File: src/rtl/excdec_pkg.sv
// excdec_pkg
// Shared definitions for the exception-aware opcode decode pipeline:
// opcode constants, exception cause codes, the pipeline state enum and
// the packed control word carried from the decoder to the output register.
package excdec_pkg;

   localparam logic [10:0] OP_ADD  = 11'b10001011000;
   localparam logic [10:0] OP_SUB  = 11'b11001011000;
   localparam logic [10:0] OP_AND  = 11'b10001010000;
   localparam logic [10:0] OP_ORR  = 11'b10101010000;
   localparam logic [10:0] OP_LDUR = 11'b11111000010;
   localparam logic [10:0] OP_STUR = 11'b11111000000;
   localparam logic [10:0] OP_ERET = 11'b11010110100;

   // CBZ and B are matched on a prefix only; the remaining low bits
   // belong to the immediate field and do not affect decode.
   localparam logic [7:0]  OP_CBZ_PFX = 8'b10110100;
   localparam logic [5:0]  OP_B_PFX   = 6'b000101;

   localparam int EXC_NONE  = 0;
   localparam int EXC_INVOP = 2;

   typedef enum logic {
      RUN,
      EXC_WAIT
   } state_t;

   typedef struct packed {
      logic       reg2loc;
      logic [1:0] alusrc;
      logic       memtoreg;
      logic       regwrite;
      logic       memread;
      logic       memwrite;
      logic       branch;
      logic       uncondbranch;
      logic [1:0] aluop;
      logic       eret;
   } ctrl_t;

   localparam ctrl_t CTRL_NOP = '0;

endpackage

File: src/rtl/excdec_pipe_opdec.sv
// opdec_comb
// Purely combinational opcode decoder. Maps the 11-bit opcode field to a
// control word and flags anything it does not recognise as invalid (the
// control word is then all zero).
// Ports:
//   Op      in  OP_W  opcode field, only bits [10:0] are decoded
//   ctrl    out       decoded control word
//   invalid out 1     opcode not recognised
// Configuration:
//   EXCDEC_UNCOND_BRANCH_EN  when defined, B (Op[10:5]=000101) decodes as an
//                            unconditional branch; otherwise B is invalid.
module opdec_comb
   import excdec_pkg::*;
#(
   parameter int OP_W = 11
) (
   input  logic [OP_W-1:0] Op,
   output ctrl_t           ctrl,
   output logic            invalid
);

   logic [10:0] op11;

   assign op11 = Op[10:0];

   // Upper opcode bits take no part in decode.
   generate
      if (OP_W > 11) begin : g_wide
         logic unused_high;
         assign unused_high = ^Op[OP_W-1:11];
      end
   endgenerate

   // Exact-match opcodes first; prefix-matched branches fall through to the
   // default arm. A plain case never matches unknown bits, so an opcode
   // carrying X/Z ends up flagged invalid.
   always_comb begin
      ctrl    = CTRL_NOP;
      invalid = 1'b0;
      case (op11)
         OP_ADD, OP_SUB, OP_AND, OP_ORR: begin
            ctrl.regwrite = 1'b1;
            ctrl.aluop    = 2'b10;
         end
         OP_LDUR: begin
            ctrl.alusrc   = 2'b01;
            ctrl.memtoreg = 1'b1;
            ctrl.regwrite = 1'b1;
            ctrl.memread  = 1'b1;
         end
         OP_STUR: begin
            ctrl.reg2loc  = 1'b1;
            ctrl.alusrc   = 2'b01;
            ctrl.memwrite = 1'b1;
         end
         OP_ERET: begin
            ctrl.eret = 1'b1;
         end
         default: begin
            if (op11[10:3] == OP_CBZ_PFX) begin
               ctrl.reg2loc = 1'b1;
               ctrl.branch  = 1'b1;
               ctrl.aluop   = 2'b01;
            end
`ifdef EXCDEC_UNCOND_BRANCH_EN
            else if (op11[10:5] == OP_B_PFX) begin
               ctrl.uncondbranch = 1'b1;
            end
`endif
            else begin
               invalid = 1'b1;
            end
         end
      endcase
   end

endmodule

File: src/rtl/excdec_pipe.sv
// excdec_pipe
// One-stage registered opcode decoder with valid/ready handshake, flush and
// a sticky invalid-opcode exception. An accepted invalid opcode still
// produces a (zeroed) control word, raises Exc and stalls input until the
// handler acknowledges with ExcAck.
// Ports:
//   clk, reset (async, active low)
//   in_valid/in_ready/Op           upstream handshake and opcode
//   flush                          drop the held word and any concurrent input
//   out_valid/out_ready            downstream handshake
//   Reg2Loc..ERet, ALUSrc, ALUOp   registered control word
//   Exc, ExcCause, ExcAck          exception status and acknowledge
// Configuration:
//   EXCDEC_UNCOND_BRANCH_EN  enables decode of B; without it Uncondbranch
//                            is never set by the decoder and stays 0.
module excdec_pipe
   import excdec_pkg::*;
#(
   parameter int OP_W    = 11,
   parameter int CAUSE_W = 4
) (
   input  logic               clk,
   input  logic               reset,
   input  logic               in_valid,
   output logic               in_ready,
   input  logic [OP_W-1:0]    Op,
   input  logic               flush,
   output logic               out_valid,
   input  logic               out_ready,
   output logic               Reg2Loc,
   output logic               MemtoReg,
   output logic               RegWrite,
   output logic               MemRead,
   output logic               MemWrite,
   output logic               Branch,
   output logic               Uncondbranch,
   output logic               ERet,
   output logic [1:0]         ALUSrc,
   output logic [1:0]         ALUOp,
   output logic               Exc,
   output logic [CAUSE_W-1:0] ExcCause,
   input  logic               ExcAck
);

   state_t             state;
   state_t             state_d;
   logic               exc_d;
   logic [CAUSE_W-1:0] cause_d;
   ctrl_t              dec_ctrl;
   logic               dec_invalid;
   ctrl_t              ctrl_q;
   logic               accept;

   opdec_comb #(.OP_W(OP_W)) u_opdec (
      .Op      (Op),
      .ctrl    (dec_ctrl),
      .invalid (dec_invalid)
   );

   // Ready is held low while reset is asserted so every output reads 0
   // during reset; the register can take a new word whenever it is empty
   // or being drained this cycle.
   assign in_ready = reset && (state == RUN) && (!out_valid || out_ready);
   assign accept   = in_valid && in_ready && !flush;

   // Exception FSM: an accepted invalid opcode parks the block in EXC_WAIT
   // until the handler acknowledges. Flush has no effect here because it
   // already suppresses the accept.
   always_comb begin
      state_d = state;
      exc_d   = Exc;
      cause_d = ExcCause;
      case (state)
         RUN: begin
            if (accept && dec_invalid) begin
               state_d = EXC_WAIT;
               exc_d   = 1'b1;
               cause_d = CAUSE_W'(EXC_INVOP);
            end
         end
         EXC_WAIT: begin
            if (ExcAck) begin
               state_d = RUN;
               exc_d   = 1'b0;
               cause_d = CAUSE_W'(EXC_NONE);
            end
         end
         default: begin
            state_d = RUN;
         end
      endcase
   end

   // State and exception status registers.
   always_ff @(posedge clk or negedge reset) begin
      if (!reset) begin
         state    <= RUN;
         Exc      <= 1'b0;
         ExcCause <= CAUSE_W'(EXC_NONE);
      end else begin
         state    <= state_d;
         Exc      <= exc_d;
         ExcCause <= cause_d;
      end
   end

   // Output register. Flush wins over everything and only invalidates; the
   // stale control bits are left in place since out_valid qualifies them.
   always_ff @(posedge clk or negedge reset) begin
      if (!reset) begin
         out_valid <= 1'b0;
         ctrl_q    <= CTRL_NOP;
      end else if (flush) begin
         out_valid <= 1'b0;
      end else if (accept) begin
         out_valid <= 1'b1;
         ctrl_q    <= dec_ctrl;
      end else if (out_ready) begin
         out_valid <= 1'b0;
      end
   end

   assign Reg2Loc      = ctrl_q.reg2loc;
   assign ALUSrc       = ctrl_q.alusrc;
   assign MemtoReg     = ctrl_q.memtoreg;
   assign RegWrite     = ctrl_q.regwrite;
   assign MemRead      = ctrl_q.memread;
   assign MemWrite     = ctrl_q.memwrite;
   assign Branch       = ctrl_q.branch;
   assign Uncondbranch = ctrl_q.uncondbranch;
   assign ALUOp        = ctrl_q.aluop;
   assign ERet         = ctrl_q.eret;

endmodule

File: config.mk
export PLATFORM = sky130hd
export DESIGN_NAME = excdec_pipe
export DESIGN_NICKNAME = d
export VERILOG_FILES = /design/src/rtl/excdec_pkg.sv /design/src/rtl/excdec_pipe_opdec.sv /design/src/rtl/excdec_pipe.sv
export SDC_FILE = /design/constraint.sdc
export NUM_CORES = 1
export LEC_CHECK = 0
export BUFFER_PORTS_ARGS = -buffer_cell sky130_fd_sc_hd__buf_2
export CAP_MARGIN = 20
export CORE_MARGIN = 2
export CORE_UTILIZATION = 42
export CTS_CLUSTER_DIAMETER = 80
export DETAILED_ROUTE_END_ITERATION = 12
export PLACE_DENSITY = 0.78
export SETUP_SLACK_MARGIN = 0.02
export SLEW_MARGIN = 20
export SYNTH_ARGS = -nofsm -noshare
export SYNTH_HDL_FRONTEND = slang
export SYNTH_SLANG_ARGS = --single-unit
File: constraint.sdc
create_clock -name clk -period 1.35 [get_ports clk]
set_input_delay 0.27 -clock clk [delete_from_list [all_inputs] [get_ports clk]]
set_output_delay 0.27 -clock clk [all_outputs]
set_load 0.02 [all_outputs]
Yosys cells after proc, flatten, opt, wreduce, memory -nomap -nowiden

Index checks and enable logic that the tools add are counted.

Register bits: 17
Input bits: 17
Output and inout port bits: 19
Word-level logic and storage cells: 65

Eq/ne operators: 10
Multiplexer cells: 24
Bitwise operators: 2
Reduce and logical (&&, ||, !) cells: 17

Operators by type and width:

| cell                                           | count |
|---|---|
| equality test 11 bit (second input constant)   | 7 |
| 2-to-1 mux 1 bit                               | 17 |
| equality test 8 bit (second input constant)    | 1 |
| 2-to-1 mux 4 bit                               | 2 |
| one-hot mux 4 bit (2 select lines)             | 1 |
| OR reduction 7 bit                             | 1 |
| one-hot mux 1 bit (2 select lines)             | 3 |
| OR reduction 6 bit                             | 1 |
| logical AND 1 bit                              | 5 |
| OR reduction 5 bit                             | 1 |
| one-hot mux 2 bit (2 select lines)             | 1 |
| AND reduction 2 bit                            | 2 |
| OR reduction 4 bit                             | 1 |
| nonzero test 3 bit                             | 1 |
| OR reduction 3 bit                             | 1 |
| zero test 1 bit                                | 2 |
| != test 2 x 1 -> 1 bit (second input constant) | 1 |
| != test 2 bit (second input constant)          | 1 |
| inverter 1 bit                                 | 2 |
| OR reduction 2 bit                             | 1 |
| logical OR 1 bit                               | 1 |

Depth between registers and ports, before layout

Depth in word-level cells: 8
Gate-level depth with buffers: 5
Mapped depth without buffers: 4

By module

A second synthesis with hierarchy kept.

Cells, all modules: 67
Area, all modules: 910.9 um^2

By module, submodules not included:

| module      | instances | cells each | area each (um^2) | seq. area each (um^2) |
|---|---|---|---|---|
| excdec_pipe | 1         | 43         | 681.9            | 375.4 |
| opdec_comb  | 1         | 24         | 229.0            | 0.0 |

Least setup slack after synthesis

Ideal clock, no wire load.

Kind: input-to-reg
Start point: in Op[3]
End point: reg ctrl_q (netlist bit RegWrite)
Library setup time: 0.073 ns
Data arrival time: 1.334 ns
Required time: 1.277 ns
Slack: -0.057 ns
Stages on the path: 4
Path buffers: 0
Cell sequence: mux2_4 > or4b_4 > and2_4 > a2bb2oi_2

Word-level cells in the longest chain between the ends: 3
Elaborated cells on any way between the ends: 7
Classes of those cells: eq/ne: 5; mux: 1; reduce/logical: 1

Ends and longest elaborated chain:

| item                             | line                    | RTL |
|---|---|---|
| from (decl)                      | excdec_pipe.sv:26       | `input logic [OP_W-1:0] Op,` |
| equality test 11 bit             | excdec_pipe_opdec.sv:40 | `case (op11)` |
| OR reduction 5 bit (no line) (*) | n/a                     |  |
| 2-to-1 mux 1 bit (*)             | excdec_pipe_opdec.sv:40 |  |
| to (signal assigned)             | excdec_pipe.sv:117      | `ctrl_q <= dec_ctrl;` |
| to (decl)                        | excdec_pipe.sv:51       | `ctrl_t ctrl_q;` |

Every way passes the cells marked *; elsewhere a longest branch is shown, timed or not.
A chain may end at the register's enable or synchronous reset.

Final worst setup path

Start point: reg out_valid
End point: out in_ready

Word-level cells in the longest chain between the ends: 3

Ends and longest elaborated chain:

| item                   | line               | RTL |
|---|---|---|
| from (decl)            | excdec_pipe.sv:28  | `output logic out_valid,` |
| from (signal assigned) | excdec_pipe.sv:111 | `out_valid <= 1'b0;` |
| from (signal assigned) | excdec_pipe.sv:114 | `out_valid <= 1'b0;` |
| from (signal assigned) | excdec_pipe.sv:116 | `out_valid <= 1'b1;` |
| zero test 1 bit        | excdec_pipe.sv:63  | `assign in_ready = reset && (state == RUN) && (!out_valid \|\| out_ready);` |
| logical OR 1 bit       | excdec_pipe.sv:63  |  |
| logical AND 1 bit      | excdec_pipe.sv:63  |  |
| to (decl)              | excdec_pipe.sv:25  | `output logic in_ready,` |

Every way passes these cells.

==> impl_results.md <==
* Crit end category: output port
* Leak at 0.522 nW
* # IOs at 36
* WL/cell at around 13 µm
* Max Cap Viol at 0
* Share of the synthesized area in the top cell type at between 40% and 50%
* Final hold viol count at 0
* Worst Hold Path EP: state$_DFF_PN0_
* Num CTS Buffers at 3
* Sequential fraction of the synthesis area at 45.1%
* Syn avg cell area at about 11 µm²
* RR Endpoint: Reg2Loc$_DFFE_PN0P_
* R2r startpoint: out_valid$_DFFE_PN0P_
* GPL Wtd Cong at approximately 0.83
* Hold path start: ExcAck
* First-pass GRT wire length at roughly 2.6 mm
* Clk slew on worst S/H paths at 0.07 ns
* RSZ-0062 raised after global routing: yes
* PortBufs at 30
* Most common cell in the netlist: dfrtp_1
* Die X at around 44 µm
* Later-pin clock latency in the skew report at roughly 0.27 ns
* Seq cells post-synth at 12
* Nets at 125
* Layout Cell Area excl Fill at around 940 µm²
* Setup TNS at 0 ns
* Ys async rst share at between 90% and 100%
* Critical Path AT at 1.05 ns
* Final HPWL DP at between 1 and 1.5 mm
* Cell row count at 14
* Vias in the first global route at roughly 630
* Run status: complete, no violations
* Pwr/cell area at between 800 and 900 mW/mm²
* Place WS at -0.225 ns
* Post-layout util at 63.2%
* CTS H-tree depth at 1
* Initial Utilization at 44.7%
* Final count of pins violating max slew at 0
* Max VDD drop at roughly 820 µV
* Layout cells sized above 1 at about half
* Clk sink count at 12
* Worst setup margin at a little under 0.03 ns
* Root buffer cell: clkbuf_4
* CP Max Fanout at 4
* Biggest area consumer among synthesized cells: dfrtp_1
* Final WL at about 1.6 mm
* Synth Instances at 63
* Antenna-violating nets left at 0
* R2R depth at 5
* Die Area at approximately 0.0019 mm²
* Clk_skew at 0.00516 ns
* Post-synth top flop: dfrtp_1
* Total GRT Usage at 19.1%
* Die Ht at about 44 µm
* Synth warnings at 0
* Yosys cell types at 27
* Max reg flops at 2
* Diode count at 0
* Hold Path Class: input pin to register
* Initial antenna violation count at 0
* Slowest cell delay on critical path at roughly 0.37 ns
* R2R setup slack at approximately 0.15 ns
* Max stage delay cell, worst path: dfrtp_1
* Post-layout total power at 0.000814 W
* Maximum root-to-sink buffer count at 2
* CP Data Required Time at around 1.1 ns
* Hold depth at 2
* GRT overflow at 0
* Initial DRT Pass Iterations at 4
* Mapped Area at about 670 µm²
* TritonCTS clock tree: yes
* Final setup viols at 0
* Crit path time final at 1.32 ns
* Largest cells by area after synthesis: dfrtp_1 (45%), buf_4 (7.9%), o21ai_0 (4.5%)
* Via Count at 628
* Fmax at between 700 and 800 MHz
* Startpoint Class: register
* DR vias/cell at 5.15
* Drt initial violations at 5
* Drt drc at 0
* Top post-synthesis cells by count: dfrtp_1 (12), nand2_1 (8), buf_4 (7), o21ai_0 (6), a21o_1 (3)
* CP Class: register to output port
* Final period utilization at between 90% and 100%
* Largest net degree at the start of global routing at 8
* Core footprint at ~0.0015 mm²
* Post-synth EDFFs at 0
* Placed inst area at ~870 µm²
* Synth-to-Final Area Change at 41.4%
* CP Cell Sequence: nand2b_1 -> and3_1 -> buf_6
## layout make-up
cell class / instances / area, µm²
clock buffers: 3 / 22.5
fillers: 127 / 548
inverters: 2 / 7.51
multi-input cells: 45 / 322
flip-flops and latches: 12 / 300
well taps: 16 / 20.0
repair buffers: 44 / 269
## cells by family (layout without fill, tap and decap cells)
logic type             count (synthesis)  after routing  share of synthesized area (%)
flip-flops                            12             12                           45.1
buffers and inverters                 10             49                           9.59
AND/OR/NAND/NOR                       26             26                           28.9
other                                  1              5                          0.563
multiplexers                           1              1                           2.25
AO/OA/AOI/OAI                         13             13                           13.5
## how the worst max path moves through the flow
| stage | slack [ns] | cells past startpoint | to | from |
|---|---|---|---|---|
| finish | 0.03 | 3 | in_ready | out_valid$_DFFE_PN0P_ |
| global placement | -0.18 | 5 | state$_DFF_PN0_ | Op[3] |
| floorplan | -0.04 | 4 | RegWrite$_DFFE_PN0P_ | Op[3] |
| global route | -0.04 | 3 | in_ready | out_valid$_DFFE_PN0P_ |
| CTS | 0.02 | 3 | in_ready | out_valid$_DFFE_PN0P_ |
| detailed placement | -0.22 | 5 | RegWrite$_DFFE_PN0P_ | Op[3] |
## power by group
group	internal [W]	switching [W]	leakage, nW
Sequential	0.000379	0.0000145	0.162
Combinational	0.0000947	0.000115	0.346
Clock	0.000103	0.000107	0.0138
Total	0.000577	0.000237	0.522
## routing by layer
| metal | vias up | GRT usage (%) | wire, µm |
|---|---|---|---|
| li1 | 301 | - | - |
| met1 | 294 | 19.6 | 597 |
| met2 | 27 | 35.3 | 902 |
| met3 | 6 | 7.92 | 102 |
| met4 | 0 | 4.85 | 41 |
| met5 | - | 0 | 0 |
## placed cells by master (no fill, tap or decap), drive strengths merged, types with 2 or more instances in the layout
| cell type | count |
|---|---|
| o21ai | 6 |
| clkbuf | 3 |
| nand3b | 2 |
| nor3b | 2 |
| and4bb | 2 |
| a21o | 3 |
| nand2 | 8 |
| dfrtp | 12 |
| dlygate4sd3 | 3 |
| inv | 2 |
| conb | 5 |
| nand4 | 2 |
| buf | 41 |
## what timing repair did
item,CTS,global route
hold buffers,3,0
endpoints found under the setup margin,4,9
endpoints found under the hold margin,12,0
gates resized for setup,3,2
pin swaps,1,1
buffers inserted,0,1
## critical path: cells and delay by family, from the launching register on
family        cells  cell delay [ns]
flops             1             0.37
simple gates      2             0.30
buf+inv           1             0.12
## stage by stage
stage               std cells  hold slack [ns]
floorplan                  67          -0.0256
global placement          115           0.0693
detailed placement        115           0.0686
CTS                       121            0.176
global route              122            0.178
finish                    122            0.182
Power figures use the tool's default switching activity.
